### src/rtl/cal_pkg.sv
// Shared types and sizing helpers for the calibration offset sequencer.
package cal_pkg;

  // Capture sequencer states.
  typedef enum logic [2:0] {
    IDLE,
    SETTLE,
    ACCUM,
    DONE,
    ERROR
  } cal_state_t;

  // Bits needed for a counter that must hold values 0..max_count (never 0 bits wide).
  function automatic int cnt_w(input int max_count);
    return (max_count < 1) ? 1 : $clog2(max_count + 1);
  endfunction

endpackage

### src/rtl/cal_offset_corrector.sv
// Registered saturating offset subtract on the live sample stream.
// One clock of latency, accepts a new sample every cycle.
module cal_offset_corrector #(
  parameter int DATA_W = 16
) (
  input  logic              clk,
  input  logic              reset_n,
  input  logic              sample_valid,
  input  logic [DATA_W-1:0] sample_data,
  input  logic [DATA_W-1:0] offset,
  output logic              corr_valid,
  output logic [DATA_W-1:0] corr_data
);

  logic              no_underflow;
  logic [DATA_W-1:0] difference;

  // Raw difference and the underflow test that selects clamping to zero.
  always_comb begin
    no_underflow = (sample_data >= offset);
    difference   = sample_data - offset;
  end

  // Register the corrected sample; the data holds while no new sample arrives.
  // NOTE: clocked state uses non-blocking (<=) so every register samples the
  // pre-edge values and the result does not depend on statement order.
  always_ff @(posedge clk) begin
    if (!reset_n) begin
      corr_valid <= 1'b0;
      corr_data  <= '0;
    end else begin
      corr_valid <= sample_valid;
      if (sample_valid) begin
        corr_data <= no_underflow ? difference : '0;
      end
    end
  end

endmodule

### src/rtl/cal_offset_sequencer.sv
// Zero-offset calibration: on a calibration pulse, discard settling samples,
// average a power-of-two block of ADC samples and keep the result as the
// offset, which is subtracted (saturating) from the live sample stream.
module cal_offset_sequencer #(
  parameter int DATA_W         = 16,
  parameter int AVG_LOG2       = 4,
  parameter int SETTLE_SAMPLES = 4,
  parameter int TIMEOUT_CYCLES = 1_000_000
) (
  input  logic              clk,
  input  logic              reset_n,
  input  logic              cal_pulse,
  input  logic              clr_pulse,
  input  logic              sample_valid,
  input  logic [DATA_W-1:0] sample_data,
  output logic [DATA_W-1:0] offset,
  output logic              cal_valid,
  output logic              busy,
  output logic              cal_error,
  output logic              corr_valid,
  output logic [DATA_W-1:0] corr_data
);

  import cal_pkg::*;

  localparam int SET_W = cnt_w(SETTLE_SAMPLES);
  localparam int TMO_W = cnt_w(TIMEOUT_CYCLES);
  localparam int ACC_W = DATA_W + AVG_LOG2;   // wide enough that the sum never overflows
  localparam int NUM_W = AVG_LOG2 + 1;        // one spare bit keeps AVG_LOG2 = 0 legal
  localparam logic [NUM_W-1:0] LAST_SAMPLE = NUM_W'((1 << AVG_LOG2) - 1);

  cal_state_t        state,        state_nxt;
  logic [SET_W-1:0]  settle_cnt,   settle_nxt;
  logic [TMO_W-1:0]  tmo_cnt,      tmo_nxt;
  logic [ACC_W-1:0]  acc,          acc_nxt;
  logic [NUM_W-1:0]  num_cnt,      num_nxt;
  logic [DATA_W-1:0] offset_nxt;
  logic              cal_valid_nxt;
  logic              cal_error_nxt;
  logic              busy_nxt;
  logic              settle_last;
  logic              tmo_expired;

  // Event decodes: last settle sample, and a silent clock that would hit the timeout.
  always_comb begin
    settle_last = (32'(settle_cnt) + 32'd1 >= 32'(SETTLE_SAMPLES));
    tmo_expired = (32'(tmo_cnt) + 32'd1 >= 32'(TIMEOUT_CYCLES));
  end

  // Next-state and next-value logic; clear overrides everything else.
  // NOTE: every signal written here gets a default first, so no path can
  // leave one unassigned and infer a latch.
  always_comb begin
    state_nxt     = state;
    settle_nxt    = settle_cnt;
    tmo_nxt       = tmo_cnt;
    acc_nxt       = acc;
    num_nxt       = num_cnt;
    offset_nxt    = offset;
    cal_valid_nxt = cal_valid;
    cal_error_nxt = cal_error;

    if (clr_pulse) begin
      state_nxt     = IDLE;
      settle_nxt    = '0;
      tmo_nxt       = '0;
      acc_nxt       = '0;
      num_nxt       = '0;
      offset_nxt    = '0;
      cal_valid_nxt = 1'b0;
      cal_error_nxt = 1'b0;
    end else begin
      unique case (state)
        // ERROR behaves like IDLE, except cal_error stays set until a capture completes.
        IDLE, ERROR: begin
          if (cal_pulse) begin
            settle_nxt = '0;
            tmo_nxt    = '0;
            acc_nxt    = '0;
            num_nxt    = '0;
            state_nxt  = (SETTLE_SAMPLES == 0) ? ACCUM : SETTLE;
          end
        end

        SETTLE: begin
          if (sample_valid) begin
            tmo_nxt    = '0;
            settle_nxt = settle_cnt + SET_W'(1);
            if (settle_last) begin
              acc_nxt   = '0;
              num_nxt   = '0;
              state_nxt = ACCUM;
            end
          end else if (tmo_expired) begin
            cal_error_nxt = 1'b1;
            state_nxt     = ERROR;
          end else begin
            tmo_nxt = tmo_cnt + TMO_W'(1);
          end
        end

        ACCUM: begin
          if (sample_valid) begin
            tmo_nxt = '0;
            acc_nxt = acc + ACC_W'(sample_data);
            num_nxt = num_cnt + NUM_W'(1);
            if (num_cnt == LAST_SAMPLE) begin
              state_nxt = DONE;
            end
          end else if (tmo_expired) begin
            cal_error_nxt = 1'b1;
            state_nxt     = ERROR;
          end else begin
            tmo_nxt = tmo_cnt + TMO_W'(1);
          end
        end

        // acc already includes the final sample; publish the truncated mean.
        DONE: begin
          offset_nxt    = DATA_W'(acc >> AVG_LOG2);
          cal_valid_nxt = 1'b1;
          cal_error_nxt = 1'b0;
          state_nxt     = IDLE;
        end

        default: begin
          state_nxt = IDLE;
        end
      endcase
    end

    busy_nxt = (state_nxt == SETTLE) || (state_nxt == ACCUM);
  end

  // State, counters, accumulator and published calibration registers.
  always_ff @(posedge clk) begin
    if (!reset_n) begin
      state      <= IDLE;
      settle_cnt <= '0;
      tmo_cnt    <= '0;
      acc        <= '0;
      num_cnt    <= '0;
      offset     <= '0;
      cal_valid  <= 1'b0;
      cal_error  <= 1'b0;
      busy       <= 1'b0;
    end else begin
      state      <= state_nxt;
      settle_cnt <= settle_nxt;
      tmo_cnt    <= tmo_nxt;
      acc        <= acc_nxt;
      num_cnt    <= num_nxt;
      offset     <= offset_nxt;
      cal_valid  <= cal_valid_nxt;
      cal_error  <= cal_error_nxt;
      busy       <= busy_nxt;
    end
  end

  // Live correction uses whatever offset is registered when each sample arrives.
  cal_offset_corrector #(
    .DATA_W (DATA_W)
  ) u_corrector (
    .clk          (clk),
    .reset_n      (reset_n),
    .sample_valid (sample_valid),
    .sample_data  (sample_data),
    .offset       (offset),
    .corr_valid   (corr_valid),
    .corr_data    (corr_data)
  );

endmodule

### config.mk
export PLATFORM = sky130hd
export DESIGN_NAME = cal_offset_sequencer
export DESIGN_NICKNAME = d
export VERILOG_FILES = /design/src/rtl/cal_pkg.sv /design/src/rtl/cal_offset_corrector.sv /design/src/rtl/cal_offset_sequencer.sv
export SDC_FILE = /design/constraint.sdc
export NUM_CORES = 1
export LEC_CHECK = 0
export ABC_AREA = 1
export CORE_ASPECT_RATIO = 0.6
export CORE_MARGIN = 2
export CORE_UTILIZATION = 52
export CTS_CLUSTER_DIAMETER = 120
export DETAILED_ROUTE_END_ITERATION = 10
export PLACE_DENSITY = 0.77
export SLEW_MARGIN = 20
export SYNTH_ARGS = -nofsm -noshare
export SYNTH_HDL_FRONTEND = slang
export SYNTH_SLANG_ARGS = --single-unit
export TNS_END_PERCENT = 20
### constraint.sdc
create_clock -name clk -period 2.5 [get_ports clk]
set_input_delay 0.5 -clock clk [delete_from_list [all_inputs] [get_ports clk]]
set_output_delay 0.5 -clock clk [all_outputs]
set_load 0.02 [all_outputs]
After elaboration in Yosys (flattened, before gate mapping)
Index checks and enable logic that the tools add are counted.
Word-level totals
  register bits after elaboration: 87
  latch bits: 0
  memory bits (writable): 0
  memory bits (read-only): 0
  input port bits: 21
  output and inout port bits: 36
  word-level logic and storage cells: 77
  memories: 0
Cells by class
  $add $sub $neg: 7
  multipliers: 0
  divide/modulo/power cells: 0
  magnitude comparators: 3
  equality and inequality tests: 14
  shift-type cells: 0
  mux-type cells: 28
  bitwise gates (word level): 1
  reduce and logical (&&, ||, !) cells: 13
Operators by type and width (number)
  20-bit 2-to-1 mux: 6
  20-bit one-hot mux with 3 select lines: 1
  20-bit one-hot mux with 2 select lines: 1
  3-bit 2-to-1 mux: 9
  20-bit by 1-bit adder with 21-bit output (second input constant): 1
  21-bit by 20-bit >= comparator with 1-bit output (second input constant): 1
  20-bit by 1-bit adder with 20-bit output (second input constant): 1
  20-bit by 16-bit adder with 20-bit output: 1
  5-bit 2-to-1 mux: 4
  16-bit >= comparator: 1
  16-bit 2-to-1 mux: 1
  16-bit subtractor: 1
  5-bit one-hot mux with 3 select lines: 1
  2-bit inequality test (second input constant): 5
  3-bit by 2-bit == test with 1-bit output (second input constant): 3
  3-bit one-hot mux with 3 select lines: 1
  3-bit AND reduction: 3
  3-bit by 1-bit == test with 1-bit output (second input constant): 2
  3-bit one-hot mux with 2 select lines: 1
  2-bit nonzero test: 3
  2-bit OR reduction: 3
  5-bit by 1-bit adder with 5-bit output (second input constant): 1
  5-bit by 4-bit == test with 1-bit output (second input constant): 1
  5-bit AND reduction: 1
  12 further kinds: 13

Longest topological paths before layout
Gate-level depths: netlist (run 1).
  word-level depth: 8
  gate-level depth with buffers: 19
  gate-level depth less buffers: 18

Cells and area by module
From an unflattened synthesis (run 1), not the netlist that was laid out.
Unflattened totals
  cells, all modules: 914
  area, all modules: 5990.7 sq um
Modules (own cells, without submodules)
  cal_offset_sequencer: times used 1, cells each 601, area an instance 4142.7 sq um, seq. area each 1401.3 sq um
  cal_offset_corrector: times used 1, cells each 313, area an instance 1848.0 sq um, seq. area each 340.3 sq um

Worst setup path after synthesis (run 1)
No wires, ideal clock.
  path kind: input to register
  start: input port sample_data[0]
  end: register u_corrector.corr_data[14]
  setup time: 0.128 ns
  arrival time: 2.274 ns
  data required time: 2.372 ns
  slack: 0.099 ns
  stages on the path: 13
  buffers on the path: 0
  cells stage by stage: inv_1 > ha_1 > inv_1 > fa_1 > nand3_1 > nand2_1 > a31oi_1 > o21ai_0 > a21oi_1 > o21ai_0 > xor2_1 > a22oi_1 > nor2_1
On the way
  word-level cells in the longest chain between the ends: 2
  elaborated cells between the ends (all ways): 3
  classes of those cells: 1 x add/sub; 1 x order compare; 1 x mux
Ends and longest elaborated chain
  start, declared: RTL line cal_offset_sequencer.sv:15  | input logic [DATA_W-1:0] sample_data,
  16-bit subtractor / 16-bit >= comparator (equally long branches): RTL line cal_offset_corrector.sv:21, cal_offset_corrector.sv:20
  16-bit 2-to-1 mux (*): RTL line cal_offset_corrector.sv:34  | corr_data <= no_underflow ? difference : '0;
  end signal, assigned: RTL line cal_offset_corrector.sv:34
  end, declared: RTL line cal_offset_corrector.sv:12  | output logic [DATA_W-1:0] corr_data
Every way passes the cells marked *; elsewhere a longest branch is shown, timed or not.
A chain may end at the register's enable or synchronous reset.

Worst setup path in the final report (run 1)
  start: register tmo_cnt[0]
  end: register tmo_cnt[2]
On the way
  word-level cells in the longest chain between the ends: 4
  elaborated cells between the ends (all ways): 8
  classes of those cells: 2 x add/sub; 1 x order compare; 1 x eq/ne; 3 x mux; 1 x reduce/logical
Ends and longest elaborated chain
  start, declared: RTL line cal_offset_sequencer.sv:34  | logic [TMO_W-1:0] tmo_cnt, tmo_nxt;
  start signal, assigned: RTL line cal_offset_sequencer.sv:150  | tmo_cnt <= tmo_nxt;
  20-bit by 1-bit adder with 21-bit output / 20-bit by 1-bit adder with 20-bit output (equally long branches): RTL line cal_offset_sequencer.sv:47, cal_offset_sequencer.sv:98, cal_offset_sequencer.sv:114
  21-bit by 20-bit >= comparator with 1-bit output / 20-bit 2-to-1 mux (equally long branches): RTL line cal_offset_sequencer.sv:47, cal_offset_sequencer.sv:94, cal_offset_sequencer.sv:110
  3-bit inequality test (no source line) / 20-bit 2-to-1 mux (equally long branches)
  3-bit AND reduction (no source line) / 20-bit one-hot mux with 2 select lines (equally long branches)
Parallel ways exist; a longest one is shown, timed or not. The select of a mux whose other input is x is not followed.

==> results of run 1 <==
## worst max path at each step
stage | startpoint | end | slack (ns)
finish | tmo_cnt[0] | tmo_cnt[2] | 0.06
global route | tmo_cnt[7] | tmo_cnt[3] | -0.06
CTS | tmo_cnt[0] | tmo_cnt[6] | 0.003
detailed placement | sample_data[0] | u_corrector.corr_data[14] | -0.58
global placement | sample_data[0] | u_corrector.corr_data[14] | -0.51
floorplan | sample_data[0] | u_corrector.corr_data[14] | 0.1
## power by group
group	switching [mW]	internal, mW
Sequential	0.0212	1.41
Combinational	0.324	0.237
Clock	0.586	0.803
## kinds of logic after synthesis
kind of cell	count (synthesis)
xor gates and xnor gates	19
DFF	87
buffers and inverters	108
and+or+nand+nor	357
adders and majority gates	38
AOI/OAI and AO/OA	192
## synthesized netlist by cell type (11+ instances only)
cell      number  area (um2)
nand2_1      198         743
a21oi_1      110         551
dfxtp_1       87        1740
inv_1         83         312
nor2_1        65         244
o21ai_0       45         225
nand3_1       43         215
ha_1          36         450
xor2_1        14         123
clkbuf_1      11        41.3
o21ai_1       11        55.1
## per-layer routing
metal	global-route usage, %	vias to the layer above	share of wire [%]
li1	-	2952	-
met1	45.2	2872	46
met2	44.3	331	42
met3	7.88	42	11
met4	8.14	0	1.9
met5	0	-	0
## area by class of cell
class	instances	area [um2]
inverters	89	353
multi-input cells	607	3500
clock buffers	11	243
flip-flops and latches	87	1760
well taps	135	169
fillers	777	2640
repair inverters	2	17.5
repair buffers	146	1270
clock inverters	5	56.3
diodes	2	5.00
## sequential cells by signal, summed over array words and instances (netlist names)
| register | cells |
|---|---|
| acc | 20 |
| busy | 1 |
| cal_error | 1 |
| cal_valid | 1 |
| num_cnt | 5 |
| offset | 16 |
| settle_cnt | 3 |
| state | 3 |
| tmo_cnt | 20 |
| u_corrector.corr_data | 16 |
| u_corrector.corr_valid | 1 |
## worst register-to-register path: stages (launching register included)
cell	delay, ns
dfxtp_4	0.36
ha_4	0.17
nand2_4	0.09
nor2_4	0.06
buf_12	0.13
nand3_1	0.12
nand2_1	0.07
nand2_1	0.08
nand2_1	0.05
nor2_1	0.13
nand2_2	0.09
nand3_2	0.09
nand3_2	0.09
nand2_4	0.09
inv_4	0.07
nor2_8	0.27
buf_6	0.18
o21ai_0	0.08
o211a_1	0.11
## what timing repair did
item                       CTS  global route
setup buffers                4            12
cloned                       0             3
gates resized for setup     13            68
pin swaps                    4            13
hold buffers                 0             0
setup endpoints to repair   22            49
==> qor.txt, run 1 <==
Via Count: 6197
Die Width: 136 um
minimum clock period: 2.44 ns
clock latency on the worst-skew pair: 0.35 ns
Post-synth ARST share: 0%
CP max FO: 7
layout cells sized above 1: 20.1%
most used cell, CP: nand2_1
Worst Slack Setup Final: 0.0608 ns
worst-case clock buffer depth: 2
predominant post-synthesis flop cell: dfxtp_1
post-place setup slack: -0.575 ns
Slew HR: 57.6%
CTS root buffer: clkbuf_16
Hold Path Stages: 1
dpl cells: 1047
syn avg cell area: 6.80 um2
PortBufs: 56
Final ANT Viol Nets: 0
Max H-tree Level: 3
CP Class: flop to flop
Layout area overhead: 35.4%
num rows: 28
commonest non-fill, non-tap cell in the layout: nand2_1
worst slew pin tran: 0.635 ns
Total Routing Usage GR: 30.8%
Synth warnings: 0
total gr overflow: 0
Leak: 3.09 nW
Power Total: 3.38 mW
Reg2Reg Depth: 18
Initial Util: 54.4%
Final Cycle Share: 97.6%
unrepaired setup endpoints after global routing: true
fin area: 0.00738 mm2
clk slew on worst S/H paths: 0.06 ns
Synth Area in Adders: 9.00%
Iter 0 DRT Violations: 641
I/O Pins: 57
CP Capture Type: flop
gpl congestion: 0.948
hpwl dp: 12.6 mm
largest family of logic cells by synthesized area: simple AND/OR/NAND/NOR gates
vias in the first global route: 5585
via density per instance: 5.72
critical path's largest stage delay: 0.36 ns
antenna violations before repair: 2
worst flop-to-flop path endpoint: tmo_cnt[2]
mux share of post-synthesis cell area: 0%
global-route wire length before repair: 27.6 mm
Slew Viols, Final: 0
commonest non-fill, non-tap cells in the layout: nand2_1 (192), a21oi_1 (103), buf_4 (86)
CP top delay family: simple AND/OR/NAND/NOR gates
Hold Violations, Final: 0
status: completed
CTS buffer count: 9
HP Start: num_cnt[3]
Synth Instances: 801
Setup Viol. Count Final: 0
Routed WL per cell: 16.5 um
Worst Clk Skew: 0.00496 ns
EDFF count, synth: 0
Worst Path Buf+Inv: 3
stages on the worst setup path: 18
r2r setup slk: 0.06 ns
dpl cell area: 0.00665 mm2
Worst EP required: 2.73 ns
Power per Cell Area: 459 mW/mm2
post-synthesis xor/xnor area fraction: 3.05%
CP arrival: 2.67 ns
Max Clk Rate: 410 MHz
wirelength, routed: 17.8 mm
post-route insts no fill: 1084
chip height: 83.3 um
largest net degree at the start of global routing: 32
worst min path class: flop to flop
max-cap violations: 0
syn_nets: 860
Compound-Gate Fraction of Synth Area: 18.9%
final setup TNS: 0 ns
post-synthesis sequential area ratio: 32.0%
Startpoint Class: flop
Synth Cell Area: 0.00545 mm2
Hold WS: 0.466 ns
DR DRC count: 0
Final #Nets: 1001
CP Cell Sequence: ha_4, nand2_4, nor2_4, buf_12, nand3_1, nand2_1, nand2_1, nand2_1, nor2_1, nand2_2, nand3_2, nand3_2, nand2_4, inv_4, nor2_8, buf_6, o21ai_0, o211a_1
first-pass detailed-route iteration total: 6
CP max-delay cell: dfxtp_4
maximum VDD drop: 387 uV
FF-to-FF Start: tmo_cnt[0]
Final Core Density: 73.6%
Synth Area in Simple Gates: 29.0%
CTS tree: yes
die area: 0.0113 mm2
FF+latch count, synth: 87
Core ar.: 0.0100 mm2
hold worst-path end: num_cnt[3]
count of cell types in the netlist: 44
clock sink total: 87
(Power assumes the default switching activity.)
==> inputs of run 2 (changes only) <==
--- a/config.mk
+++ b/config.mk
@@ -6,12 +6,14 @@
 export NUM_CORES = 1
 export LEC_CHECK = 0
 export ABC_AREA = 1
+export CELL_PAD_IN_SITES_DETAIL_PLACEMENT = 1
+export CELL_PAD_IN_SITES_GLOBAL_PLACEMENT = 1
 export CORE_ASPECT_RATIO = 0.6
 export CORE_MARGIN = 2
-export CORE_UTILIZATION = 52
+export CORE_UTILIZATION = 37
 export CTS_CLUSTER_DIAMETER = 120
 export DETAILED_ROUTE_END_ITERATION = 10
-export PLACE_DENSITY = 0.77
+export PLACE_DENSITY_LB_ADDON = 0.1
 export SLEW_MARGIN = 20
 export SYNTH_ARGS = -nofsm -noshare
 export SYNTH_HDL_FRONTEND = slang
==> qor.txt, run 2 (same netlist as run 1, synthesis figures left out) <==
largest net degree at the start of global routing: 27
worst flop-to-flop path endpoint: tmo_cnt[11]
Total Routing Usage GR: 26.5%
worst slew pin tran: 0.640 ns
Iter 0 DRT Violations: 391
chip height: 98.0 um
num rows: 34
PortBufs: 56
r2r setup slk: 0.005 ns
Power per Cell Area: 440 mW/mm2
die area: 0.0157 mm2
status: completed
Largest regs: acc: 20 flops, tmo_cnt: 20 flops
maximum VDD drop: 310 uV
worst min path class: flop to flop
hpwl dp: 15.7 mm
Worst Clk Skew: 0.00605 ns
Setup Viol. Count Final: 0
antenna violations before repair: 0
Layout area overhead: 41.0%
HP Start: u_corrector.corr_data[13]
hold buffers post-CTS: 0
Max H-tree Level: 3
Max Clk Rate: 401 MHz
layout cells sized above 1: 24.0%
vias in the first global route: 6282
CTS buffer count: 9
CTS tree: yes
hold worst-path end: u_corrector.corr_data[13]
Startpoint Class: flop
CP arrival: 2.73 ns
dpl cells: 1128
commonest non-fill, non-tap cell in the layout: nand2_1
Worst EP required: 2.74 ns
I/O Pins: 57
Slew HR: 57.3%
gpl congestion: 0.901
clock latency on the worst-skew pair: 0.35 ns
unrepaired setup endpoints after global routing: true
Via Count: 6229
Leak: 3.21 nW
Filler cells: 1811
commonest non-fill, non-tap cells in the layout: nand2_1 (177), buf_4 (99), a21oi_1 (98)
total gr overflow: 0
Final #Nets: 1020
global-route wire length before repair: 33.1 mm
FF-to-FF Start: tmo_cnt[1]
CP max FO: 6
Reg2Reg Depth: 18
Core ar.: 0.0144 mm2
worst-case clock buffer depth: 2
clock sink total: 87
FF+latch area: 0.00176 mm2
Initial Util: 37.8%
via density per instance: 5.35
Multi-input gate area: 0.00358 mm2
DR DRC count: 0
CP Class: flop to flop
Routed WL per cell: 18.6 um
Hold Violations, Final: 0
post-route insts no fill: 1164
Hold WS: 0.467 ns
Final ANT Viol Nets: 0
minimum clock period: 2.49 ns
Die Width: 161 um
Hold Path Stages: 2
Slew Viols, Final: 0
first-pass detailed-route iteration total: 5
clk slew on worst S/H paths: 0.07 ns
wirelength, routed: 21.6 mm
Final Cycle Share: 99.8%
CTS root buffer: clkbuf_16
max-cap violations: 0
CP Capture Type: flop
Ant. Diodes: 0
-- run 2: cell count changes in the layout (fill, tap and decap cells not counted), moves of 4 or more --
cell / before / now
buf_6: 2 / 9
ha_1: 32 / 27
a21oi_2: 7 / 12
o21ai_2: 8 / 3
nand2_2: 8 / 22
nand2_1: 192 / 177
o21ai_1: 14 / 18
nor2_1: 63 / 59
a21oi_1: 103 / 98
buf_4: 86 / 99
-- run 2: cell type report --
type | count | share of cell area, %
multi-input combinational | 607 | 46.6
sequential | 87 | 22.9
timing repair buffer | 165 | 18.6
inverter | 89 | 4.69
tap | 198 | 3.22
clock buffer | 10 | 3.11
clock inverter | 6 | 0.570
timing repair inverter | 2 | 0.261
-- run 2: timing repair --
item | 4_1_cts | 5_1_grt
resized for setup | 11 | 111
pin swaps | 1 | 23
hold endpoints to repair | 0 | 0
setup buffers | 6 | 11
endpoints found under the setup margin | 39 | 51
cloned | 0 | 3
-- run 2: per-layer routing --
layer	up-vias	wire [um]	GRT usage, %
li1	2976	-	-
met4	0	194	4.78
met2	150	9270	39.1
met5	-	0	0
met3	19	1060	4.29
met1	3084	11100	40.7
-- run 2: worst max-delay path by stage --
stage	slack (ns)	depth (start not counted)	start	end
2_1_floorplan	0.1	13	sample_data[0]	u_corrector.corr_data[14]
3_3_place_gp	-0.57	15	sample_data[0]	u_corrector.corr_data[14]
3_5_place_dp	-0.68	12	sample_data[5]	acc[14]
4_1_cts	0.002	16	sample_data[2]	acc[15]
5_1_grt	-0.12	17	tmo_cnt[1]	tmo_cnt[0]
6_report	0.005	18	tmo_cnt[1]	tmo_cnt[11]
-- run 2: power by group --
group / internal (mW) / total (mW) / switching (mW)
registers: 1.41 / 1.43 / 0.0224
logic: 0.260 / 0.605 / 0.345
clock network: 0.708 / 1.34 / 0.635
total: 2.38 / 3.38 / 1.00
-- run 2: per-stage QoR --
step	instance area (um2)	setup TNS (ns)	utilization (%)	setup WS [ns]	power, mW
after floorplan	5450	0	-	0.0985	1.73
after global placement	6850	-11.44	47.5	-0.567	1.97
after detailed placement	6850	-14.52	47.5	-0.680	1.99
after CTS	7200	0	49.9	0.00223	3.34
after global routing	7680	-1.66	53.3	-0.120	3.51
final	7680	0	53.3	0.00548	3.38
-- run 2: worst max-delay path: stages (launching register included) --
cell and delay (ns):
dfxtp_2 0.37, ha_4 0.16, nand2_4 0.07, nor2_4 0.25
buf_6 0.14, nand3_1 0.06, nand2_1 0.09, nand3_1 0.10
nand2_1 0.13, nand2_2 0.09, nand3_2 0.08, nand3_2 0.08
nand2_4 0.10, inv_8 0.05, nor2_8 0.24, buf_12 0.15
inv_8 0.04, o21ai_1 0.11, a21oi_1 0.05
